<file path="config.mk">
export PLATFORM = sky130hd
export DESIGN_NAME = fifo_sel_arb
export DESIGN_NICKNAME = d
export VERILOG_FILES = /design/src/rtl/fifo_sel_arb.sv
export SDC_FILE = /design/constraint.sdc
export NUM_CORES = 1
export LEC_CHECK = 0
export CAP_MARGIN = 20
export CORE_AREA = 4 4 41 43
export DETAILED_ROUTE_END_ITERATION = 10
export DIE_AREA = 0 0 45 47
export DONT_BUFFER_PORTS = 1
export GPL_TIMING_DRIVEN = 0
export MAX_ROUTING_LAYER = met4
export PLACE_DENSITY = 0.66
export SYNTH_ARGS = -nofsm -noshare
export SYNTH_HDL_FRONTEND = slang
export SYNTH_SLANG_ARGS = --single-unit
export TNS_END_PERCENT = 10
</file>
<file path="constraint.sdc">
create_clock -name glb_clk -period 1.8 [get_ports glb_clk]
set_input_delay 0.09 -clock glb_clk [delete_from_list [all_inputs] [get_ports glb_clk]]
set_output_delay 0.09 -clock glb_clk [all_outputs]
set_load 0.05 [all_outputs]
</file>
<file path="src/rtl/fifo_sel_arb.sv">
// fifo_sel_arb: FIFO request arbiter with grant hold, round-robin, hold timeout and legacy select code
//   glb_clk    in   system clock (rising edge)
//   glb_rst    in   synchronous active-high reset
//   arb_en     in   1 = new grants allowed; an existing grant runs until released
//   fifo_req   in   level request per FIFO
//   sel_valid  out  a grant is active
//   sel_idx    out  granted port index, 0 when idle
//   sel_code   out  8'd128 + sel_idx when valid, else 0
//   sel_change out  one-cycle pulse when {sel_valid, sel_idx} takes a new value
module fifo_sel_arb #(
    parameter int PORT_NUM = 8,
    parameter int IDX_W    = 3,
    parameter int RR_MODE  = 0,
    parameter int MAX_HOLD = 0
) (
    input  logic                glb_clk,
    input  logic                glb_rst,
    input  logic                arb_en,
    input  logic [PORT_NUM-1:0] fifo_req,
    output logic                sel_valid,
    output logic [IDX_W-1:0]    sel_idx,
    output logic [7:0]          sel_code,
    output logic                sel_change
);
    localparam int HW   = (MAX_HOLD > 0) ? $clog2(MAX_HOLD + 1) : 1;
    localparam int HMAX = (MAX_HOLD > 0) ? MAX_HOLD - 1 : 0;
    typedef enum logic {IDLE, GRANT} state_t;
    state_t state;
    logic [IDX_W-1:0] rr_ptr;
    logic [HW-1:0] hold_cnt;
    logic [PORT_NUM-1:0] others;
    logic [IDX_W-1:0] w_all, w_oth, start;
    logic timeout;
    // Scan offsets from the top down so the last hit is the nearest one above the start point.
    function automatic logic [IDX_W-1:0] win(input logic [PORT_NUM-1:0] r, input logic [IDX_W-1:0] p);
        int j;
        win = '0;
        for (int i = PORT_NUM - 1; i >= 0; i--) begin
            j = int'(p) + i;
            if (j >= PORT_NUM) j = j - PORT_NUM;
            if (r[j]) win = IDX_W'(j);
        end
    endfunction
    function automatic logic [IDX_W-1:0] nxt(input logic [IDX_W-1:0] k);
        nxt = (k == IDX_W'(PORT_NUM - 1)) ? '0 : k + IDX_W'(1);
    endfunction
    always_comb begin
        start   = (RR_MODE != 0) ? rr_ptr : '0;
        others  = fifo_req & ~(PORT_NUM'(1) << sel_idx);
        w_all   = win(fifo_req, start);
        w_oth   = win(others, start);
        timeout = (MAX_HOLD > 0) && (hold_cnt == HW'(HMAX));
    end
    assign sel_code = sel_valid ? 8'd128 + 8'(sel_idx) : 8'd0;
    always_ff @(posedge glb_clk) begin
        if (glb_rst) begin
            state      <= IDLE;
            sel_valid  <= 1'b0;
            sel_idx    <= '0;
            sel_change <= 1'b0;
            rr_ptr     <= '0;
            hold_cnt   <= '0;
        end else begin
            sel_change <= 1'b0;
            case (state)
                IDLE: if (arb_en && |fifo_req) begin
                    state      <= GRANT;
                    sel_valid  <= 1'b1;
                    sel_idx    <= w_all;
                    sel_change <= 1'b1;
                    hold_cnt   <= '0;
                    rr_ptr     <= nxt(w_all);
                end
                GRANT: if (!fifo_req[sel_idx]) begin
                    // Release: the released port cannot win, so a regrant is always a new index.
                    sel_change <= 1'b1;
                    hold_cnt   <= '0;
                    if (arb_en && |others) begin
                        sel_idx <= w_all;
                        rr_ptr  <= nxt(w_all);
                    end else begin
                        state     <= IDLE;
                        sel_valid <= 1'b0;
                        sel_idx   <= '0;
                    end
                end else if (timeout) begin
                    hold_cnt <= '0;
                    if (arb_en && |others) begin
                        sel_idx    <= w_oth;
                        sel_change <= 1'b1;
                        rr_ptr     <= nxt(w_oth);
                    end
                end else if (hold_cnt != '1) begin
                    hold_cnt <= hold_cnt + HW'(1);
                end
                default: state <= IDLE;
            endcase
        end
    end
endmodule

</file>
[Word level (Yosys, flattened, before mapping)]
Cells that the tools add are included.
Word-level totals
  register bits: 6
  bits of input ports: 11
  output and inout bits: 13
  logic and storage cells: 44
Operators by class
  add/subtract/negate cells: 1
  magnitude comparators: 1
  eq/ne operators: 3
  shift-type cells: 1
  mux-type cells: 25
  bitwise gates (word level): 3
  reductions and logical operators: 6
Operator list (count)
  $mux W3: 11
  $reduce_or A8 Y1: 2
  $add A8 B3 Y8 const A: 1
  $and A8 B8 Y8: 1
  $mux W1: 8
  $mux W8: 1
  $not A8 Y8: 1
  $shl A1 B3 Y8 const A: 1
  $ne A2 B2 Y1 const B: 3
  $pmux W1 S2: 3
  $pmux W3 S2: 1
  $lt A3 B4 Y1 const B: 1
  $bmux W1 S3: 1
  $reduce_and A3 Y1: 1
  $logic_and A1 B1 Y1: 2
  $reduce_and A2 Y1: 1
  $not A1 Y1: 1

[Depth between registers and ports, before layout]
Gate-level depths: netlist (run 1).
  depth in word-level cells: 11
  gate-level depth with buffers: 6
  mapped depth without buffers: 5

[Worst setup path before layout (run 1)]
OpenSTA, ideal clock, no wires.
  kind: reg-to-reg
  start point: register sel_idx[1]
  end point: register sel_valid
  library setup time: 0.115 ns
  arrival: 1.846 ns
  data required time: 1.685 ns
  path slack: -0.161 ns
  cell stages (with the launch flop): 6
  path buffers: 0
  period minus slack after synthesis: 1.961 ns
  cell sequence: dfxtp_1 mux2_2 o32a_1 o41ai_2 nor2b_2 nor3_1
Between the ends
  longest elaborated chain between the ends: 7
  elaborated cells between the ends (all ways): 10
  those cells by class: eq/ne (2); shift (1); mux (2); bitwise (2); reduce/logical (3)
RTL lines
  from (decl): RTL line 21  | output logic [IDX_W-1:0] sel_idx,
  from (signal assigned): RTL line 69  | sel_idx <= w_all;
  from (signal assigned): RTL line 79  | sel_idx <= w_all;
  from (signal assigned): RTL line 89  | sel_idx <= w_oth;
  $shl A1 B3 Y8: RTL line 49  | others = fifo_req & ~(PORT_NUM'(1) << sel_idx);
  $not A8 Y8: RTL line 49
  $and A8 B8 Y8: RTL line 49
  $reduce_or A8 Y1
  $logic_and A1 B1 Y1
  $ne A2 B2 Y1 (no source line)
  $reduce_and A3 Y1 (no source line) (*)
  to (signal assigned): RTL line 58  | sel_valid <= 1'b0;
  to (signal assigned): RTL line 68  | sel_valid <= 1'b1;
  to (signal assigned): RTL line 83  | sel_valid <= 1'b0;
  to (decl): RTL line 20  | output logic sel_valid,
Every way passes the cells marked *; elsewhere a longest branch is shown, timed or not. The select of a mux whose other input is x is not followed.
A chain may end at the register's enable or synchronous reset.

[Final worst setup path (run 1)]
Ends and elaborated chain as after synthesis.

==> run_results.csv, run 1 <==
group,metric,value,unit
power_and_ir_drop,finalPower,406,uW
timing,rsz0062_at_grt,"yes",
run,max_cap_violations,0,
floorplanning,row_count,13,
power_and_ir_drop,power_frac_comb,27.7,%
timing,hold_violations,0,
finish,seq_area,131,um^2
critical_path,reg2reg_from,"sel_idx[1]",
critical_path,critPathRequiredTime,1.93,ns
finish,final_nets,90,
timing,setup_viol,0,
global_route,gr-usage-all-layers,15.0,%
logic_synthesis,synth-seq-cells,6,
logic_synthesis,synthTopCellsByArea,"dfxtp_1 (21%), mux2i_1 (6.9%), and4bb_2 (6.5%)",
logic_synthesis,synth_edf_count,0,
global_route,grt_max_degree,11,
power_and_ir_drop,swShare,35.1,%
power_and_ir_drop,power_density,597,nW/um^2
worst_hold_path,hold_start,"glb_rst",
logic_synthesis,syn_area_per_cell,8.31,um^2
critical_path,worst-setup-path-type,"flop to flop",
timing,setup-tns-final,0,ns
floorplanning,die-height,47,um
logic_synthesis,synth_cells,70,
logic_synthesis,synth-seq-area-share,20.6,%
timing,worstMarginPinSlew,0.582,ns
logic_synthesis,synth_top_area_cell,"dfxtp_1",
timing,slew_headroom,61.1,%
logic_synthesis,synth_commonest_cells,"dfxtp_1 (6), nor2_1 (6), nor3_1 (6)",
floorplanning,start_util,44.7,%
critical_path,crit_start,"sel_idx[1]",
finish,nFillCells,142,
clock_tree,cts_max_path_buffers,2,
global_route,grt-ovfl-total,0,
routing,drt_wl_total,1420,um
logic_synthesis,yosys.area.top_type_share,20.6,%
floorplanning,core,1300,um^2
outcome,status,"finished, final reports clean",
power_and_ir_drop,p_clk_share,30.3,%
logic_synthesis,yosysWarnings,0,
timing,hold_ws,0.0395,ns
routing,drtIter0Drc,9,
routing,wl_per_cell,15.4,um
clock_tree,clock-root-buffer,"clkbuf_4",
worst_hold_path,hold_path_class,"input port to flop",
critical_path,cp_max_fo,5,
clock_tree,cts_tree,"done",
placement,dpl.hpwl,1100,um
logic_synthesis,synth_area,582,um^2
placement,gp_congestion,0.825,
finish,multiInputGateArea,424,um^2
logic_synthesis,synthArstFlopShare,0,%
clock_tree,clk_latency,0.24,ns
routing,drtAntennaViolNets,0,
global_route,antenna_found_initial,0,
power_and_ir_drop,internal_power,263,uW
clock_tree,clk_pin_slew,0.05,ns
finish,diodes,0,
floorplanning,die_area,2120,um^2
timing,clock.fmax,0.574,GHz
finish,areaGrowthSynthToFinish,16.8,%
power_and_ir_drop,peakVddDrop,198,uV
timing,min_period,1.74,ns
power_and_ir_drop,p_leak,0.000255,uW
critical_path,start_kind,"flop",
global_route,grt_pass1_vias,515,
timing,finalClockSkew,0.00617,ns
logic_synthesis,synthFlopType,"dfxtp_1",
floorplanning,io_pins,24,
timing,fin_crit_sh,96.9,%
finish,drive_gt1_share,33.8,%
routing,vias,550,
placement,portBuffers,0,
routing,post_drt_via_cell_ratio,5.98,
global_route,grt_pass1_wl,2240,um
critical_path,cp-end-kind,"flop",
power_and_ir_drop,switchingPower,143,uW
logic_synthesis,synth_cell_types,31,
critical_path,arrival,1.87,ns
clock_tree,cts_buffers,3,
power_and_ir_drop,pwr-share-seq,42.0,%
timing,report.final.slew_viol_count,0,
routing,drc,0,
clock_tree,h-tree-depth,1,
routing,drtPass1Iterations,4,
clock_tree,clock_sinks,6,
floorplanning,die_w,45,um
-- worst max-delay path, stage by stage, from the launching register on --
cell and delay [ns]:
dfxtp_4 0.47, mux2_4 0.32, o32a_1 0.29, o41ai_2 0.27, nor2b_2 0.23, nor3_1 0.06
-- repair_timing --
item,in CTS,in global routing
hold buffers,1,0
setup endpoints to repair,5,5
hold endpoints to repair,3,0
gates resized for setup,7,4
setup buffers,0,0
-- layout make-up --
class,count,area share [%]
tap,15,2.76
sequential,6,19.3
timing repair buffer,1,1.47
multi-input combinational,57,62.4
clock buffer,3,3.31
inverter,1,0.552
buffer,9,10.1
-- worst paths after layout --
check | depth (start not counted) | slack, ns | to
setup / recovery | 5 | 0.06 | sel_valid
hold / removal | 2 | 0.04 | sel_idx[0]
setup reg to reg | 5 | 0.06 | sel_valid
hold reg to reg | 2 | 0.55 | state
-- cells by family after synthesis --
group	Yosys count	synth area share (%)
AO/OA/AOI/OAI	13	15.1
other	1	0.645
multiplexers	6	12.7
AND/OR/NAND/NOR	34	39.8
flip-flops	6	20.6
buffers and inverters	10	11.2
-- cells in the final DEF, fill, tap and decap left out, types with 2 or more instances in the layout --
master    n
nor3_1    6
nor2b_1   3
buf_4     6
clkbuf_4  4
o21ai_0   2
mux2i_1   4
conb_1    4
o21ai_1   4
dfxtp_4   3
nand4b_1  3
nor4b_2   2
and4bb_2  3
or4_1     2
and2_1    3
dfxtp_1   3
nor2_1    6
a21oi_1   3
-- metrics by stage --
stage / utilization, % / area, um^2 / cells / setup WS (ns)
after global placement: 47.3 / 616 / 88 / -0.178
after global routing: 52.2 / 679 / 92 / -0.0259
after CTS: 51.0 / 663 / 92 / 0.0107
final: 52.2 / 679 / 92 / 0.0564
after detailed placement: 47.3 / 616 / 88 / -0.208
after floorplan: - / 597 / 73 / 0.0511
-- power by group through the flow --
stage | Combinational [uW] | Sequential [uW] | Clock, uW
floorplan | 97.1 | 174 | 0
global placement | 105 | 176 | 0
detailed placement | 107 | 176 | 0
CTS | 110 | 171 | 124
global route | 121 | 172 | 138
finish | 112 | 171 | 123
-- state kept, by name, summed over array words and instances, names as in the netlist --
| signal | count |
|---|---|
| sel_valid | 1 |
| sel_idx | 3 |
| state | 1 |
| sel_change | 1 |
-- layer usage --
layer / global-route usage (%) / wire length [um]
met1: 16.7 / 597
met2: 25.7 / 672
met3: 2.68 / 111
met4: 7.02 / 36
met5: - / 0
Power figures use the tool's default switching activity.
==> run 2, diff against run 1 <==
--- a/config.mk
+++ b/config.mk
@@ -7,6 +7,7 @@
 export LEC_CHECK = 0
 export CAP_MARGIN = 20
 export CORE_AREA = 4 4 41 43
+export CTS_CLUSTER_SIZE = 10
 export DETAILED_ROUTE_END_ITERATION = 10
 export DIE_AREA = 0 0 45 47
 export DONT_BUFFER_PORTS = 1
==> constraint.sdc (replaced) <==
create_clock -name glb_clk -period 1.7 [get_ports glb_clk]
set_input_delay 0.085 -clock glb_clk [delete_from_list [all_inputs] [get_ports glb_clk]]
set_output_delay 0.085 -clock glb_clk [all_outputs]
set_load 0.05 [all_outputs]
==> run_results.csv, run 2 (synthesis gave the netlist of run 1 again) <==
group,metric,value,unit
outcome,status,"complete, but fails checks",
outcome,violations,"setup timing",
clock_tree,cts_buffers,3,
routing,vias,540,
global_route,grt_pass1_vias,458,
timing,worstMarginPinSlew,0.585,ns
placement,portBuffers,0,
placement,dpl.hpwl,1060,um
timing,hold_violations,0,
clock_tree,clock-root-buffer,"clkbuf_4",
global_route,grt-ovfl-total,0,
floorplanning,row_count,13,
timing,setup_viol,5,
critical_path,critPathRequiredTime,1.84,ns
floorplanning,die-height,47,um
floorplanning,start_util,44.7,%
clock_tree,clock_sinks,6,
floorplanning,core,1300,um^2
critical_path,r2r_cells,5,
timing,slew_headroom,60.9,%
placement,gp_congestion,0.710,
clock_tree,cts_max_path_buffers,2,
finish,diodes,0,
timing,report.final.slew_viol_count,0,
timing,setup-tns-final,-0.277,ns
power_and_ir_drop,internal_power,288,uW
global_route,grt_pass1_wl,2130,um
routing,topRoutingLayerUsed,"met3",
routing,wl_met2,740,um
floorplanning,die_area,2120,um^2
finish,drive_gt1_share,33.3,%
power_and_ir_drop,swShare,35.2,%
clock_tree,clk_latency,0.25,ns
timing,finalWorstSetupSlack,-0.0695,ns
critical_path,arrival,1.91,ns
routing,drtPass1Iterations,4,
clock_tree,clk_pin_slew,0.05,ns
finish,final_nets,90,
routing,wl_per_cell,15.4,um
power_and_ir_drop,pwr-share-seq,40.7,%
routing,met3WireLength,108,um
global_route,grt_max_degree,11,
placement,dpl-instance-area,621,um^2
routing,drc,0,
timing,min_period,1.77,ns
power_and_ir_drop,p_leak,0.000256,uW
timing,finalClockSkew,0.0141,ns
finish,top_register,"sel_idx",
floorplanning,die_w,45,um
critical_path,worst-setup-path-type,"flop to flop",
critical_path,cp-end-kind,"flop",
timing,fin_crit_sh,104,%
power_and_ir_drop,peakVddDrop,382,uV
routing,drtAntennaViolNets,0,
routing,drt_wl_total,1430,um
finish,mostFrequentLayoutCells,"nor2_1 (6), nor3_1 (6), clkbuf_4 (5), buf_4 (5)",
finish,largest_reg_flops,3,
finish,final_area,683,um^2
power_and_ir_drop,power_density,651,nW/um^2
power_and_ir_drop,p_clk_share,32.4,%
routing,post_drt_via_cell_ratio,5.81,
global_route,antenna_found_initial,0,
power_and_ir_drop,switchingPower,156,uW
clock_tree,cts_setup_buffers,0,
worst_hold_path,worst_hold_path.num_cells,2,
global_route,gr-usage-all-layers,14.3,%
timing,clock.fmax,0.565,GHz
worst_hold_path,hold_path_class,"input port to flop",
routing,drt-met1-wl,582,um
floorplanning,io_pins,24,
run,max_cap_violations,0,
clock_tree,h-tree-depth,1,
routing,drtIter0Drc,11,
finish,areaGrowthSynthToFinish,17.4,%
critical_path,start_kind,"flop",
critical_path,cp_max_fo,5,
clock_tree,cts_tree,"done",
timing,rsz0062_at_grt,"yes",
timing,hold_ws,0.000610,ns
power_and_ir_drop,power_frac_comb,27.0,%
-- run 2: cell types whose count changed in the layout (fill, tap and decap cells not counted) --
cell	before	now
clkbuf_4	4	5
buf_4	6	5
clkbuf_1	0	1
-- run 2: worst paths after layout --
| kind | start | endpoint | slack (ns) |
|---|---|---|---|
| hold reg to reg | state | state | 0.55 |
| hold / removal | glb_rst | sel_idx[1] | 0.0006 |
| setup reg to reg | sel_idx[1] | sel_valid | -0.07 |
| setup / recovery | sel_idx[1] | sel_valid | -0.07 |
-- run 2: cell type report --
type,instances,area [um^2]
buffer,9,68.8
inverter,1,3.75
timing repair buffer,1,10.0
multi-input combinational,57,424
clock buffer,4,26.3
tap,15,18.8
fill,139,618
sequential,6,131
-- run 2: worst max-delay path, stage by stage, from the launching register on --
cell and delay [ns]:
dfxtp_4 0.48, mux2_4 0.33, o32a_1 0.29, o41ai_2 0.27
nor2b_2 0.23, nor3_1 0.06
-- run 2: power groups by stage --
stage	logic, uW	clock network, uW	registers [uW]
2_1_floorplan	103	0	183
3_3_place_gp	111	0	186
3_5_place_dp	113	0	185
4_1_cts	117	151	181
5_1_grt	130	152	182
6_report	120	144	181
-- run 2: what timing repair did --
item / CTS / global route
setup endpoints to repair: 5 / 5
resized for setup: 7 / 0
pin swaps: 1 / 0
hold endpoints to repair: 4 / 3
-- run 2: per-layer routing --
metal | vias up | track usage [%]
li1 | 274 | -
met1 | 248 | 16.9
met2 | 18 | 23.7
met3 | 0 | 5.36
met4 | 0 | 1.75
met5 | - | -
-- run 2: through the flow --
stage | total power (uW) | util, % | worst slack [ns] | cells
detailed placement | 299 | 47.7 | -0.226 | 88
floorplan | 287 | - | 0.0128 | 73
global route | 464 | 52.5 | -0.125 | 93
finish | 444 | 52.5 | -0.0695 | 93
CTS | 449 | 51.7 | -0.0730 | 92
global placement | 297 | 47.7 | -0.150 | 88
==> run 3, diff against run 2 <==
--- a/config.mk
+++ b/config.mk
@@ -14,6 +14,7 @@
 export GPL_TIMING_DRIVEN = 0
 export MAX_ROUTING_LAYER = met4
 export PLACE_DENSITY = 0.66
+export RECOVER_POWER = 50
 export SYNTH_ARGS = -nofsm -noshare
 export SYNTH_HDL_FRONTEND = slang
 export SYNTH_SLANG_ARGS = --single-unit
==> constraint.sdc (replaced) <==
create_clock -name glb_clk -period 2.1 [get_ports glb_clk]
set_input_delay 0.105 -clock glb_clk [delete_from_list [all_inputs] [get_ports glb_clk]]
set_output_delay 0.105 -clock glb_clk [all_outputs]
set_load 0.05 [all_outputs]
==> run_results.csv, run 3 (synthesis gave the netlist of run 1 again) <==
group,metric,value,unit
critical_path,cp-end-kind,"flop",
critical_path,crit_start,"sel_idx[1]",
finish,mostFrequentLayoutCells,"nor2_1 (6), nor3_1 (6)",
routing,drc,0,
floorplanning,die_area,2120,um^2
finish,largest_reg_flops,3,
timing,slew_headroom,53.4,%
critical_path,crit_end,"sel_valid",
outcome,status,"finished, final reports clean",
critical_path,critPathRequiredTime,2.23,ns
routing,wl_met2,643,um
floorplanning,start_util,44.7,%
global_route,antenna_found_initial,0,
critical_path,rrSetupSlack,0.20,ns
clock_tree,cts_buffers,3,
routing,drtPass1Iterations,4,
routing,drtIter0Drc,9,
critical_path,cpPeakStageDelay,0.55,ns
critical_path,cp_max_fo,5,
clock_tree,clock_sinks,6,
routing,vias,533,
timing,setup_viol,0,
global_route,gr-usage-all-layers,14.6,%
timing,hold_violations,0,
clock_tree,cts_tree,"done",
routing,drtAntennaViolNets,0,
floorplanning,core,1300,um^2
finish,diodes,0,
finish,nFillCells,134,
power_and_ir_drop,p_leak,0.000242,uW
critical_path,reg2reg_from,"sel_idx[1]",
clock_tree,clk_pin_slew,0.05,ns
routing,drt-met1-wl,626,um
routing,met3WireLength,90,um
clock_tree,clock-root-buffer,"clkbuf_4",
placement,dpl.hpwl,1040,um
global_route,grt_pass1_wl,2210,um
floorplanning,die-height,47,um
global_route,grt-ovfl-total,0,
timing,worstMarginPinSlew,0.699,ns
finish,multiInputGateArea,408,um^2
floorplanning,die_w,45,um
power_and_ir_drop,finalPower,349,uW
finish,top_register,"sel_idx",
clock_tree,h-tree-depth,1,
timing,setup-tns-final,0,ns
finish,final_nets,90,
run,max_cap_violations,0,
floorplanning,row_count,13,
global_route,grt_max_degree,11,
timing,hold_ws,0.0367,ns
clock_tree,cts_setup_buffers,0,
critical_path,worst-setup-path-type,"flop to flop",
timing,finalClockSkew,0.00558,ns
clock_tree,clk_latency,0.24,ns
routing,wl_per_cell,14.8,um
critical_path,path_cells,"mux2_2, o32a_1, o41ai_2, nor2b_2, nor3_1",
worst_hold_path,hold_path_class,"input port to flop",
placement,portBuffers,0,
finish,drive_gt1_share,29.9,%
finish,seq_area,124,um^2
global_route,grt_pass1_vias,494,
timing,report.final.slew_viol_count,0,
timing,clock.fmax,0.527,GHz
timing,fin_crit_sh,90.3,%
timing,min_period,1.90,ns
critical_path,reg2reg_to,"sel_valid",
placement,gp_congestion,0.741,
power_and_ir_drop,power_density,539,nW/um^2
finish,areaGrowthSynthToFinish,11.2,%
routing,topRoutingLayerUsed,"met3",
routing,post_drt_via_cell_ratio,5.79,
critical_path,arrival,2.03,ns
floorplanning,io_pins,24,
critical_path,start_kind,"flop",
timing,rsz0062_at_grt,"no",
critical_path,r2r_cells,5,
critical_path,slowest_stage,"dfxtp_2",
clock_tree,cts_max_path_buffers,2,
power_and_ir_drop,peakVddDrop,282,uV
routing,drt_wl_total,1360,um
[run 3: layer usage]
layer	vias to the layer above	GRT usage, %
li1	268	-
met1	247	20.0
met2	18	22.6
met3	0	4.60
met4	0	0
met5	-	-
[run 3: worst max-delay path, delay by kind of cell, from the launching register on]
family | cells | cell delay, ns
AND/OR/NAND/NOR | 2 | 0.29
AO/OA/AOI/OAI | 2 | 0.57
multiplexers | 1 | 0.38
flip-flops | 1 | 0.55
[run 3: area by class of cell]
type	instances	area share (%)
multi-input combinational	57	63.1
sequential	6	19.1
buffer	9	9.28
clock buffer	3	3.48
tap	15	2.90
timing repair buffer	1	1.55
inverter	1	0.580
[run 3: worst min path at each step]
stage	startpoint	end	slack, ns	cells after the start
after floorplan	glb_rst	sel_change	0.17	1
after CTS	fifo_req[1]	sel_idx[1]	0.03	3
final	fifo_req[1]	sel_idx[1]	0.04	3
after detailed placement	glb_rst	sel_change	0.18	1
after global placement	glb_rst	sel_change	0.18	1
after global routing	fifo_req[1]	sel_idx[1]	0.05	3
[run 3: stage by stage]
step                setup slack (ns)  area, um^2  utilization (%)  std cells
global placement             -0.0357         612             47.0         88
detailed placement           -0.0589         612             47.0         88
global route                  0.0468         647             49.7         92
floorplan                      0.139         593                -         73
finish                         0.203         647             49.7         92
CTS                           0.0907         648             49.8         92
[run 3: timing repair]
item                                    CTS  global route
hold buffers                              1             0
endpoints found under the setup margin    5             5
pin swaps                                 0             0
gates resized for setup                   3             4
endpoints found under the hold margin     3             0
[run 3: report_power, final]
part	switching [uW]	internal (uW)	leakage (uW)	total, uW
registers	26.9	122	0.0000508	149
logic	54.2	38.3	0.000178	92.6
clock network	42.7	64.7	0.0000138	107
total	124	225	0.000242	349
